### src/rtl/seg7_pkg.sv
// Shared types, constants and the hex glyph decoder for the 7-segment scan controller.
package seg7_pkg;

  typedef enum logic [1:0] {
    IDLE  = 2'd0,
    BLANK = 2'd1,
    SHOW  = 2'd2
  } scan_state_t;

  // All segments off (active-low bus).
  localparam logic [6:0] SEG_BLANK = 7'h7F;

  // Active-low {g,f,e,d,c,b,a} glyphs for 0-9, A, b, C, d, E, F.
  function automatic logic [6:0] hex_to_seg(input logic [3:0] nib);
    logic [6:0] seg;
    case (nib)
      4'h0:    seg = 7'h40;
      4'h1:    seg = 7'h79;
      4'h2:    seg = 7'h24;
      4'h3:    seg = 7'h30;
      4'h4:    seg = 7'h19;
      4'h5:    seg = 7'h12;
      4'h6:    seg = 7'h02;
      4'h7:    seg = 7'h78;
      4'h8:    seg = 7'h00;
      4'h9:    seg = 7'h10;
      4'hA:    seg = 7'h08;
      4'hB:    seg = 7'h03;
      4'hC:    seg = 7'h46;
      4'hD:    seg = 7'h21;
      4'hE:    seg = 7'h06;
      4'hF:    seg = 7'h0E;
      default: seg = SEG_BLANK;
    endcase
    return seg;
  endfunction

endpackage

### src/rtl/seg7_tick_gen.sv
// Loadable down-counter; tc is high while the count sits at zero.
// The scan FSM reloads it on every phase change, so one counter times both phases.
module seg7_tick_gen #(
  parameter int WIDTH = 4
) (
  input  logic             clk,
  input  logic             rst,
  input  logic             load,
  input  logic [WIDTH-1:0] load_val,
  output logic [WIDTH-1:0] cnt,
  output logic             tc
);

  // Count down to zero and hold; a load overrides the count.
  always_ff @(posedge clk) begin
    if (rst) begin
      cnt <= {WIDTH{1'b0}};
    end else if (load) begin
      cnt <= load_val;
    end else if (cnt != {WIDTH{1'b0}}) begin
      cnt <= cnt - WIDTH'(1);
    end else begin
      cnt <= cnt;
    end
  end

  assign tc = (cnt == {WIDTH{1'b0}});

endmodule

### src/rtl/seg7_scan_ctrl.sv
// Time-multiplexed scan controller for an N-digit common-anode 7-segment bank.
// A loaded value waits in a shadow register and is committed to the display
// register only when leaving IDLE or at a frame boundary, so a frame never mixes values.
// Optional feature: define SEG7_SCAN_LZB_EN for leading-zero blanking.
module seg7_scan_ctrl
  import seg7_pkg::*;
#(
  parameter int NUM_DIGITS   = 4,
  parameter int SHOW_CYCLES  = 50000,
  parameter int BLANK_CYCLES = 16
) (
  input  logic                          clk,
  input  logic                          rst,
  input  logic                          enable,
  input  logic                          load,
  input  logic [4*NUM_DIGITS-1:0]       value,
  input  logic [NUM_DIGITS-1:0]         dp_in,
  output logic [6:0]                    seg_n,
  output logic                          dp_n,
  output logic [NUM_DIGITS-1:0]         an_n,
  output logic [$clog2(NUM_DIGITS)-1:0] digit_idx,
  output logic                          frame_done
);

  localparam int IDX_W   = $clog2(NUM_DIGITS);
  localparam int MAX_CYC = (SHOW_CYCLES > BLANK_CYCLES) ? SHOW_CYCLES : BLANK_CYCLES;
  localparam int CNT_W   = $clog2(MAX_CYC + 1);

  // The counter is loaded with (cycles - 1) and the phase ends on its zero cycle.
  localparam logic [CNT_W-1:0] SHOW_LOAD  = CNT_W'(SHOW_CYCLES - 1);
  localparam logic [CNT_W-1:0] BLANK_LOAD = CNT_W'(BLANK_CYCLES - 1);
  localparam logic [IDX_W-1:0] LAST_IDX   = IDX_W'(NUM_DIGITS - 1);
  localparam logic [NUM_DIGITS-1:0] ONE_HOT0 = {{(NUM_DIGITS-1){1'b0}}, 1'b1};

  scan_state_t             state_r, state_nxt_s;
  logic [IDX_W-1:0]        idx_r, idx_nxt_s;
  logic                    cnt_load_s;
  logic [CNT_W-1:0]        cnt_val_s;
  logic [CNT_W-1:0]        cnt_s;
  logic                    tc_s;
  logic                    frame_pulse_s;
  logic                    commit_s;

  logic [4*NUM_DIGITS-1:0] shadow_val_r, disp_val_r;
  logic [NUM_DIGITS-1:0]   shadow_dp_r, disp_dp_r;
  logic                    pending_r;

  logic [NUM_DIGITS-1:0]   lz_blank_s;
  logic [3:0]              nib_s;
  logic [6:0]              seg_sel_s;

  seg7_tick_gen #(.WIDTH(CNT_W)) u_tick (
    .clk      (clk),
    .rst      (rst),
    .load     (cnt_load_s),
    .load_val (cnt_val_s),
    .cnt      (cnt_s),
    .tc       (tc_s)
  );

  // Scan sequencing: next state, next digit, counter reloads, frame boundary and commit.
  always_comb begin
    state_nxt_s   = state_r;
    idx_nxt_s     = idx_r;
    cnt_load_s    = 1'b0;
    cnt_val_s     = {CNT_W{1'b0}};
    frame_pulse_s = 1'b0;
    commit_s      = 1'b0;
    if (!enable) begin
      state_nxt_s = IDLE;
      idx_nxt_s   = {IDX_W{1'b0}};
      cnt_load_s  = 1'b1;
    end else begin
      case (state_r)
        IDLE: begin
          state_nxt_s = BLANK;
          idx_nxt_s   = {IDX_W{1'b0}};
          cnt_load_s  = 1'b1;
          cnt_val_s   = BLANK_LOAD;
          commit_s    = pending_r;
        end
        BLANK: begin
          if (tc_s) begin
            state_nxt_s = SHOW;
            cnt_load_s  = 1'b1;
            cnt_val_s   = SHOW_LOAD;
          end else begin
            state_nxt_s = BLANK;
          end
        end
        SHOW: begin
          if (tc_s) begin
            state_nxt_s = BLANK;
            cnt_load_s  = 1'b1;
            cnt_val_s   = BLANK_LOAD;
            if (idx_r == LAST_IDX) begin
              idx_nxt_s     = {IDX_W{1'b0}};
              frame_pulse_s = 1'b1;
              commit_s      = pending_r;
            end else begin
              idx_nxt_s = idx_r + IDX_W'(1);
            end
          end else begin
            state_nxt_s = SHOW;
          end
        end
        default: begin
          state_nxt_s = IDLE;
          idx_nxt_s   = {IDX_W{1'b0}};
          cnt_load_s  = 1'b1;
        end
      endcase
    end
  end

  // FSM state and digit index registers.
  always_ff @(posedge clk) begin
    if (rst) begin
      state_r <= IDLE;
      idx_r   <= {IDX_W{1'b0}};
    end else begin
      state_r <= state_nxt_s;
      idx_r   <= idx_nxt_s;
    end
  end

  // Shadow capture on load, display commit at frame boundary; a same-cycle load re-arms pending.
  always_ff @(posedge clk) begin
    if (rst) begin
      shadow_val_r <= {(4*NUM_DIGITS){1'b0}};
      shadow_dp_r  <= {NUM_DIGITS{1'b0}};
      disp_val_r   <= {(4*NUM_DIGITS){1'b0}};
      disp_dp_r    <= {NUM_DIGITS{1'b0}};
      pending_r    <= 1'b0;
    end else begin
      if (load) begin
        shadow_val_r <= value;
        shadow_dp_r  <= dp_in;
      end else begin
        shadow_val_r <= shadow_val_r;
        shadow_dp_r  <= shadow_dp_r;
      end
      if (commit_s) begin
        disp_val_r <= shadow_val_r;
        disp_dp_r  <= shadow_dp_r;
      end else begin
        disp_val_r <= disp_val_r;
        disp_dp_r  <= disp_dp_r;
      end
      if (load) begin
        pending_r <= 1'b1;
      end else if (commit_s) begin
        pending_r <= 1'b0;
      end else begin
        pending_r <= pending_r;
      end
    end
  end

`ifdef SEG7_SCAN_LZB_EN
  // Digit i is a leading zero when it and every higher nibble are zero; digit 0 always shows.
  always_comb begin
    logic zero_run;
    zero_run   = 1'b1;
    lz_blank_s = {NUM_DIGITS{1'b0}};
    for (int i = NUM_DIGITS - 1; i >= 0; i--) begin
      zero_run      = zero_run & (disp_val_r[4*i +: 4] == 4'h0);
      lz_blank_s[i] = zero_run & (i != 0);
    end
  end
`else
  assign lz_blank_s = {NUM_DIGITS{1'b0}};
`endif

  // Segment pattern for the currently selected digit.
  always_comb begin
    nib_s = disp_val_r[{idx_r, 2'b00} +: 4];
    if (lz_blank_s[idx_r]) begin
      seg_sel_s = SEG_BLANK;
    end else begin
      seg_sel_s = hex_to_seg(nib_s);
    end
  end

  // Registered pin drivers; disable darkens the bank at the same edge the FSM drops to IDLE.
  always_ff @(posedge clk) begin
    if (rst) begin
      seg_n      <= SEG_BLANK;
      dp_n       <= 1'b1;
      an_n       <= {NUM_DIGITS{1'b1}};
      frame_done <= 1'b0;
    end else if (!enable) begin
      seg_n      <= SEG_BLANK;
      dp_n       <= 1'b1;
      an_n       <= {NUM_DIGITS{1'b1}};
      frame_done <= 1'b0;
    end else begin
      frame_done <= frame_pulse_s;
      case (state_r)
        SHOW: begin
          seg_n <= seg_sel_s;
          dp_n  <= ~disp_dp_r[idx_r];
          an_n  <= ~(ONE_HOT0 << idx_r);
        end
        IDLE, BLANK: begin
          seg_n <= SEG_BLANK;
          dp_n  <= 1'b1;
          an_n  <= {NUM_DIGITS{1'b1}};
        end
        default: begin
          seg_n <= SEG_BLANK;
          dp_n  <= 1'b1;
          an_n  <= {NUM_DIGITS{1'b1}};
        end
      endcase
    end
  end

  assign digit_idx = idx_r;

endmodule

### config.mk
export PLATFORM = sky130hd
export DESIGN_NAME = seg7_scan_ctrl
export DESIGN_NICKNAME = d
export VERILOG_FILES = /design/src/rtl/seg7_pkg.sv /design/src/rtl/seg7_tick_gen.sv /design/src/rtl/seg7_scan_ctrl.sv
export SDC_FILE = /design/constraint.sdc
export NUM_CORES = 1
export LEC_CHECK = 0
export ABC_AREA = 0
export CAP_MARGIN = 20
export CORE_ASPECT_RATIO = 0.9
export CORE_MARGIN = 10
export CORE_UTILIZATION = 50
export CTS_BUF_LIST = sky130_fd_sc_hd__clkbuf_4 sky130_fd_sc_hd__clkbuf_8 sky130_fd_sc_hd__clkbuf_16
export DETAILED_ROUTE_END_ITERATION = 7
export GPL_TIMING_DRIVEN = 0
export PLACE_DENSITY = 0.75
export SLEW_MARGIN = 20
export SYNTH_ARGS = -nofsm -noshare
export SYNTH_HDL_FRONTEND = slang
export SYNTH_HIERARCHICAL = 1
export SYNTH_SLANG_ARGS = --single-unit
### constraint.sdc
create_clock -name clk -period 2.96 [get_ports clk]
set_input_delay 0.592 -clock clk [delete_from_list [all_inputs] [get_ports clk]]
set_output_delay 0.592 -clock clk [all_outputs]
set_load 0.005 [all_outputs]
# After elaboration in Yosys (flattened, before gate mapping)

Memories as Yosys holds them, arrays and structs flattened. A register that Yosys moved wholly into a read port is not among the register bits.
Cells that the tools add are included.

Memory bits (read-only): 112
Bits of input ports: 24
Memories: 1
Bits in registers: 67
Word-level logic and storage cells: 64

Memories:

| name            | depth | width | read ports | clocked after Yosys merged registers in | write ports | line           | text |
|---|---|---|---|---|---|---|---|
| (no name shown) | 16    | 7     | 1          | 1                                       | 0           | seg7_pkg.sv:16 | `case (nib)` |

Muxes and demuxes: 26
Reduce and logical (&&, ||, !) cells: 11
Eq/ne operators: 4
Add/subtract/negate cells: 2
Order comparisons: 1
Shifts and indexed selects: 2
Bitwise operators: 6

Operator list:

| kind                  | number |
|---|---|
| $mux 16               | 4 |
| $pmux 16 s3           | 1 |
| $logic_not 16->1      | 1 |
| $reduce_bool 16->1    | 1 |
| $shiftx 16x5->4       | 1 |
| $sub 16x1->16 const B | 1 |
| $mux 1                | 11 |
| $mux 2                | 4 |
| $reduce_or 4->1       | 2 |
| $pmux 2 s3            | 1 |
| $not 1->1             | 5 |
| $bmux 1 s2            | 2 |
| $eq 2x2->1 const B    | 2 |
| $mux 4                | 1 |
| $not 4->4             | 1 |
| $pmux 2 s2            | 1 |
| $reduce_bool 2->1     | 2 |
| $reduce_or 2->1       | 2 |
| $shl 1x2->4 const A   | 1 |
| $lt 2x3->1 const B    | 1 |
| $reduce_or 3->1       | 1 |
| $add 2x1->2 const B   | 1 |
| $eq 2x1->1 const B    | 1 |
| $logic_not 2->1       | 1 |
| 3 further kinds       | 3 |

# Logic depth before layout (Yosys ltp)

Depth in word-level cells: 7
Depth in mapped cells: 12
Mapped depth without buffers: 10

# Cells and area by module

Netlist, hierarchy kept.

By module, submodules not included:

| module         | instances | area an instance (um2) | cells each |
|---|---|---|---|
| seg7_scan_ctrl | 1         | 2449.8                 | 259 |
| seg7_tick_gen  | 1         | 964.7                  | 116 |

# Least setup slack after synthesis

No wires, ideal clock.

Kind: reg2reg
Start point: reg u_tick.cnt[0]
End point: reg u_tick.cnt[15]
Path slack: -177 ps
Clock period less this slack: 3137 ps
Setup time: 59 ps
Required time: 2901 ps
Stages on the path, launching flop included: 13
Arrival time: 3077 ps
Cell sequence: dfxtp_1 inv_1 ha_1 or3b_2 or4_4 nor2_1 buf_2 nand3b_1 nor2b_1 clkbuf_1 a21oi_1 a31oi_1 and3_1

Cells in the longest elaborated chain, start to end: 5

Ends and longest elaborated chain:

| element                                      | line                                       | text |
|---|---|---|
| from (decl)                                  | seg7_tick_gen.sv:10                        | `output logic [WIDTH-1:0] cnt,` |
| from (signal assigned)                       | seg7_tick_gen.sv:17                        | `cnt <= {WIDTH{1'b0}};` |
| from (signal assigned)                       | seg7_tick_gen.sv:19                        | `cnt <= load_val;` |
| from (signal assigned)                       | seg7_tick_gen.sv:21                        | `cnt <= cnt - WIDTH'(1);` |
| $logic_not 16->1 *                           | seg7_tick_gen.sv:27                        | `assign tc = (cnt == {WIDTH{1'b0}});` |
| net tc_s                                     | seg7_scan_ctrl.sv:40                       | `logic tc_s;` |
| $mux 1 *                                     | seg7_scan_ctrl.sv:83, seg7_scan_ctrl.sv:92 |  |
| $mux 1 *                                     | n/a                                        |  |
| $mux 1 *                                     | seg7_scan_ctrl.sv:69                       | `if (!enable) begin` |
| net cnt_load_s                               | seg7_scan_ctrl.sv:37                       | `logic cnt_load_s;` |
| $mux 16 or $reduce_bool 2->1 (tied branches) | n/a                                        |  |

The timed path passes the listed nets; every way through them passes the cells marked *. The select of a mux whose other input is x is not followed.
A chain may end at the register's enable or synchronous reset.

# Worst setup path after layout

Start point: reg u_tick.cnt[0]
End point: reg u_tick.cnt[0]

The elaborated chain is that of the path after synthesis.

==> impl_metrics.yaml <==
floorplan:
  die_height_um: 98.40
  core_area_um2: 6621
  fp.dieArea_um2: 10540
  boundaryPins: 39
  fp.dieW_um: 107.1
  row_count: 28
  initial_core_util_pct: 51.57
job:
  timing.max_cap.violations: 0
final_layout:
  final_area_um2: 4282
  antennaDiodeCount: 0
  final_nets: 476
  share_of_final_layout_standard_cells_stronger_than_drive_strength_1_pct: 12.44
  instances_no_fill: 532
  area_growth_syn_to_layout_pct: 25.39
synthesis:
  synth-compound-area-share_pct: 15.39
  synth_simple_gate_area_share_pct: 17.55
  post_synth_mux_area_share_pct: 11.25
  post_synth_arst_share_pct: 0
  cells_after_synthesis: 375
  number_of_flops_mapped_to_enable_cells_by_yosys: 0
  synth_top_area_share_pct: 43.39
  yosysTopAreaCell: "sky130_fd_sc_hd__dfxtp_1"
  synth.cells.most_frequent: "74 x sky130_fd_sc_hd__dfxtp_1, 44 x sky130_fd_sc_hd__nand2_1, 40 x sky130_fd_sc_hd__nor2_1"
  synth_area_leaders: "sky130_fd_sc_hd__dfxtp_1 43%, sky130_fd_sc_hd__mux2i_1 7.6%, sky130_fd_sc_hd__ha_1 5.5%"
  synth-xor-area-share_pct: 2.309
  yosys.cell_count.top_type: "sky130_fd_sc_hd__dfxtp_1"
  ys_ff_latch: 74
  synth_flop_cell: "sky130_fd_sc_hd__dfxtp_1"
  synth.yosys.warnings: 6
  synth_top_family_by_area: "simple AND/OR/NAND/NOR gates"
  synth_adder_area_share_pct: 5.497
  seq_area_frac_synth_pct: 43.39
  synth_cell_type_count: 53
  cell_area_synth_um2: 3415
  avgSynthCellArea_um2: 9.105
pwr:
  power.share.switching_pct: 23.61
  combPwrFrac_pct: 12.8
  power_per_unit_of_standard_cell_area_nw_per_um2: 543.2
  pwr-share-seq_pct: 45.6
  power.total_w: 0.002326
  power_spent_charging_and_discharging_nets_w: 0.0005492
  total_leakage_power_nw: 1.626
  clockPowerShare_pct: 41.5
  power_report.internal_total_w: 0.001776
  peakVddDrop_v: 0.0003682
timing:
  period_minus_slack_ns: 2.855
  fin_tns_setup_ns: 0
  normalized_max_slew_margin_pct: 33.33
  achievable-frequency_mhz: 350.3
  finalCritPeriodShare_pct: 96.44
  final.setup.worst_slack_ns: 0.1054
  timing.final.max_slew_violations: 0
  fin_skew_ns: 0.004828
  timing_worst_slew_pin_value_ns: 0.9909
  timing.final.setup_violations: 0
  hold_viol: 0
drt:
  ant_nets: 0
  routed_via_density: 5.436
  drt-pass1-iter-count: 4
  drc: 0
  wl_um: 7690
  wire_per_inst_um: 14.45
  number_of_drc_markers_in_iteration_0: 210
  routed-via-count: 2892
placed_design:
  place_ws_ns: -0.3227
  placed_cells: 510
  placed_cell_area_um2: 3936
  gp_congestion: 0.8357
  place.port_buffers: 37
  detailed_place_hpwl_um: 5395
global_routing:
  groute.usage.overall_pct: 14.84
  grt_max_degree: 13
  grt_antenna_before_repair: 0
  globalRoute.busiestLayer: "met2"
  via_count_of_the_first_global_routing_pass: 2803
  groute.layer.met3.usage_pct: 5.256
  met1_track_utilization_from_global_routing_pct: 18.78
  globalRouteMet2Util_pct: 22.44
  grt_pass1_wl_um: 12990
  gr-total-overflow: 0
run_status:
  run_status: "completed"
setup_path:
  start_kind: "flip-flop"
  critical_path.endpoint_type: "flip-flop"
  critical_path_arrival_ns: 3.07
  crit_path_cell_trace: "inv_1 -> ha_2 -> or3b_4 -> or4_4 -> nor2_4 -> buf_6 -> nand3b_1 -> clkbuf_1 -> nor3_1 -> nand3_1 -> o221ai_1"
  crit_slowest_cell: "sky130_fd_sc_hd__or4_4"
  worst-endpoint-required_ns: 3.18
  cp_num_buf_inv: 3
  critPathMaxStageDelay_ns: 0.56
  timing.critical_path.max_delay_family: "simple AND/OR/NAND/NOR gates"
  crit_type: "flip-flop to flip-flop"
  crit_fanout: 10
clock_tree:
  clock-sinks: 74
  cts_tree: "yes"
  cts-root-buf: "sky130_fd_sc_hd__clkbuf_8"
  cts_max_level: 3
  cts_made_buffers: 9
  clock_insertion_delay_worst_skew_ns: 0.35
  clk_transition_reported_paths_ns: 0.07
  clockBufferDepth: 2
  postCtsHoldBufs: 0
hold_path:
  timing.hold.worst.class: "flip-flop to flip-flop"
-- routing by layer --
layer  share of wire, %  wire length (um)
met4                1.7               127
met2                 46              3516
met5                  0                 0
met3                7.6               582
met1                 45              3463
-- per-stage QoR --
stage	util [%]	hold slack, ns
finish	64.66	0.4544
global route	64.66	0.4861
detailed placement	59.45	0.4462
CTS	63.78	0.4574
floorplan	-	0.4313
global placement	59.45	0.4417
-- cell usage in the layout (no fill, tap or decap), types with 2 or more instances in the layout --
cell                              Yosys  layout
sky130_fd_sc_hd__and3_1               2       2
sky130_fd_sc_hd__o211ai_1             2       2
sky130_fd_sc_hd__or4_4                2       2
sky130_fd_sc_hd__nor2_1              40      37
sky130_fd_sc_hd__bufinv_16            0       3
sky130_fd_sc_hd__o221ai_1             2       2
sky130_fd_sc_hd__dfxtp_1             74      74
sky130_fd_sc_hd__o21ai_1              5       5
sky130_fd_sc_hd__buf_4                1       8
sky130_fd_sc_hd__clkdlybuf4s50_1      0      37
sky130_fd_sc_hd__nor2_2               0       2
sky130_fd_sc_hd__nand3_1              4       4
sky130_fd_sc_hd__buf_2                6       4
sky130_fd_sc_hd__mux4_2               5       5
sky130_fd_sc_hd__inv_1               12      12
sky130_fd_sc_hd__a21oi_1             31      31
sky130_fd_sc_hd__or4_2                2       2
sky130_fd_sc_hd__mux2i_1             26      26
sky130_fd_sc_hd__clkbuf_1            13      11
sky130_fd_sc_hd__nor3_1               7       7
sky130_fd_sc_hd__nor4_1               2       2
sky130_fd_sc_hd__o21ai_0             28      28
sky130_fd_sc_hd__buf_6                2       4
sky130_fd_sc_hd__a221oi_1             2       2
sky130_fd_sc_hd__clkbuf_4             0       2
sky130_fd_sc_hd__o31ai_1              3       3
sky130_fd_sc_hd__nand2b_1             4       4
sky130_fd_sc_hd__clkbuf_8             0      10
sky130_fd_sc_hd__nor4_4               2       2
sky130_fd_sc_hd__nand4_1              2       2
sky130_fd_sc_hd__or3_1                2       2
sky130_fd_sc_hd__nand2_1             44      44
sky130_fd_sc_hd__ha_1                15      14
sky130_fd_sc_hd__o22ai_1              2       2
sky130_fd_sc_hd__a31oi_1              3       2
sky130_fd_sc_hd__conb_1               1       9
sky130_fd_sc_hd__xnor2_1              8       8
-- flip-flops by register name, summed over array words and instances (netlist names), 2 cells and up --
| register | flops |
|---|---|
| an_n | 4 |
| disp_val_r | 16 |
| u_tick/cnt | 16 |
| seg_n | 7 |
| disp_dp_r | 4 |
| shadow_dp_r | 4 |
| shadow_val_r | 16 |
| state_r | 2 |
| digit_idx | 2 |
-- worst paths after layout --
check	startpoint	end	slack, ns	cells after the start
max	u_tick/cnt[0]	u_tick/cnt[0]	0.11	11
min	shadow_val_r[12]	disp_val_r[12]	0.45	2
max reg2reg	u_tick/cnt[0]	u_tick/cnt[0]	0.11	11
min reg2reg	shadow_val_r[12]	disp_val_r[12]	0.45	2
-- what timing repair did --
item | 4_1_cts | 5_1_grt
endpoints found under the hold margin | 0 | 0
setup buffers | 2 | 4
pin swaps | 0 | 1
resized for setup | 7 | 8
setup endpoints to repair | 30 | 33
-- logic make-up after synthesis --
kind of cell,count (synthesis)
AO/OA/AOI/OAI,88
XOR/XNOR,9
other,1
adder cells (fa/ha/maj),15
AND/OR/NAND/NOR,122
multiplexers,32
buffers and inverters,34
flip-flops,74
-- cell type report --
class,instances,area [um^2]
tap,90,112.6
multi-input combinational,275,1849
buffer,22,126.4
sequential,74,1481
inverter,12,45.04
clock inverter,4,98.84
fill,541,2340
timing repair buffer,43,415.4
clock buffer,12,152.6
-- power groups by stage --
stage               Combinational [W]  Sequential (W)  Clock, W
finish                       0.000299         0.00106  0.000966
global route                 0.000330         0.00107   0.00103
CTS                          0.000278         0.00106  0.000993
detailed placement           0.000268         0.00108         0
global placement             0.000262         0.00108         0
floorplan                    0.000196         0.00108         0
-- worst register-to-register path: cells and delay by family (launching register included) --
| kind | cells | cell delay, ns |
|---|---|---|
| AOI/OAI and AO/OA | 1 | 0.11 |
| and+or+nand+nor | 6 | 1.50 |
| DFF | 1 | 0.34 |
| adders and majority gates | 1 | 0.20 |
| buffers and inverters | 3 | 0.59 |
(Power assumes the default switching activity.)
==> RTL change (same settings) <==
Make the reset (`rst`) asynchronous in 4 clocked blocks.
--- a/src/rtl/seg7_tick_gen.sv
+++ b/src/rtl/seg7_tick_gen.sv
@@ -13,5 +13,5 @@
 
   // Count down to zero and hold; a load overrides the count.
-  always_ff @(posedge clk) begin
+  always_ff @(posedge clk or posedge rst) begin
     if (rst) begin
       cnt <= {WIDTH{1'b0}};
--- a/src/rtl/seg7_scan_ctrl.sv
+++ b/src/rtl/seg7_scan_ctrl.sv
@@ -115,5 +115,5 @@
 
   // FSM state and digit index registers.
-  always_ff @(posedge clk) begin
+  always_ff @(posedge clk or posedge rst) begin
     if (rst) begin
       state_r <= IDLE;
@@ -126,5 +126,5 @@
 
   // Shadow capture on load, display commit at frame boundary; a same-cycle load re-arms pending.
-  always_ff @(posedge clk) begin
+  always_ff @(posedge clk or posedge rst) begin
     if (rst) begin
       shadow_val_r <= {(4*NUM_DIGITS){1'b0}};
@@ -184,5 +184,5 @@
 
   // Registered pin drivers; disable darkens the bank at the same edge the FSM drops to IDLE.
-  always_ff @(posedge clk) begin
+  always_ff @(posedge clk or posedge rst) begin
     if (rst) begin
       seg_n      <= SEG_BLANK;
Formal check against the unedited RTL: same outputs for any inputs over 10 cycles, from zero or initial values and one cycle with rst high; that may be too few to reach the edited logic, so the function may still have changed.
==> RTL change against the unedited design <==
- setup slack better by 0.087 ns
- sequential cell count unchanged
- synthesized cell count decreased by 22%
- die area up 5.7%
- core utilization shrank 2.1 points
- clock power is 22% lower
- area after synthesis is 7.1% higher
- cell area up 3.4%
- sequential share of layout area increased by 7.5 points
- power is 4.2% higher
- largest power group unchanged
- wire length decreased by 11%
==> RTL change: results (changes against the unedited design) <==
| Metric | Value |
|---|---|
| Share of synthesized registers carrying an async set or reset | `1.00 (was 0)` |
| DP HPWL | `4870 um (was 5400 um)` |
| Crit path launch | `u_tick/cnt[0]$_DFFE_PP0P_ (was u_tick/cnt[0]$_SDFFE_PP0P_)` |
| Status | `completed (unchanged)` |
| Synthesis-to-layout area growth | `21.1% (was 25.4%)` |
| Wire length on met3 | `452 um (was 582 um)` |
| GR Util met3 | `0.0441 (was 0.0526)` |
| Post-synth top cells | `dfrtp_1 (62), mux2_2 (40), nand2_1 (34) (was dfxtp_1 (74), nand2_1 (44), nor2_1 (40))` |
| NumNets Final | `394 (was 476)` |
| Gpl congestion | `0.827 (was 0.836)` |
| Crit share post-route | `0.935 (was 0.964)` |
| Wire length on met1 | `3050 um (was 3460 um)` |
| Hold Path End | `disp_dp_r[0]$_DFFE_PP0P_ (was disp_val_r[12]$_SDFFE_PP0P_)` |
| Fillers | `564 (was 541)` |
| Share of layout cells above drive strength 1 | `0.286 (was 0.124)` |
| First-pass GRT wire length | `11600 um (was 13000 um)` |
| Layout Cells excl Fill | `453 (was 532)` |
| Leakage | `0.00187 uW (was 0.00163 uW)` |
| Clock Skews | `0.0110 ns (was 0.00483 ns)` |
| CP max stage delay | `0.41 ns (was 0.56 ns)` |
| Top cells by area, synth | `dfrtp_1 (42%), mux2_2 (12%), dfstp_2 (8.6%) (was dfxtp_1 (43%), mux2i_1 (7.6%), ha_1 (5.5%))` |
| Internal cell power | `1710 uW (was 1780 uW)` |
| Reg2reg setup slack | `0.19 ns (was 0.11 ns)` |
| Yosys cell types | `56 (was 53)` |
| VDD IR max | `0.000367 V (was 0.000368 V)` |
| Largest net degree at the start of global routing | `59 (was 13)` |
| DR pass1 iterations | `5 (was 4)` |
| Post-DP Area | `4180 um2 (was 3940 um2)` |
| Hold_sp | `shadow_dp_r[0]$_DFFE_PP0P_ (was shadow_val_r[12]$_SDFFE_PP0P_)` |
## RTL change: changes by cell type in the layout (fill, tap and decap cells not counted), moves of 10 or more
cell / unedited run / this run
mux2i_1: 26 / 3
dfrtp_1: 0 / 62
mux2_2: 0 / 40
dfxtp_1: 74 / 0
nand2_1: 44 / 34
dfstp_2: 0 / 12
o21ai_0: 28 / 3
a21oi_1: 31 / 11
nor2_1: 37 / 9
## RTL change: power groups by stage
stage / logic [uW] / registers (uW) / clock network [uW]
3_3_place_gp: 447 / 1210 / 0
6_report: 476 / 1200 / 751
4_1_cts: 469 / 1200 / 773
5_1_grt: 529 / 1210 / 824
2_1_floorplan: 366 / 1190 / 0
3_5_place_dp: 464 / 1220 / 0
## RTL change: worst max-delay path, delay by kind of cell, from the launching register on
kind / cells / cell delay [ns]
buffers and inverters: 3 / 0.59
and+or+nand+nor: 4 / 0.85
muxes: 1 / 0.35
AOI/OAI and AO/OA: 1 / 0.22
DFF: 1 / 0.41
adders and majority gates: 1 / 0.25
## RTL change: logic make-up (layout without fill, tap and decap cells)
family,count (synthesis),in the layout,share of synthesized area
AO/OA/AOI/OAI,43,43,0.0815
flip-flops,74,74,0.511
XOR/XNOR,11,11,0.0264
adder cells (fa/ha/maj),15,15,0.0513
buffers and inverters,26,86,0.0335
multiplexers,51,51,0.177
AND/OR/NAND/NOR,73,73,0.119
other,1,7,0.00103
## RTL change: what timing repair did
item / in CTS / in global routing
endpoints found under the hold margin: 0 / 0
resized for setup: 3 / 2
setup endpoints to repair: 20 / 22
buffers inserted: 0 / 6
pin swaps: 0 / 1
## RTL change: final cells by class
class,count,area share
inverter,14,0.0124
tap,93,0.0263
buffer,12,0.0172
multi-input combinational,200,0.384
timing repair buffer,44,0.0960
sequential,74,0.421
clock buffer,9,0.0280
clock inverter,7,0.0150
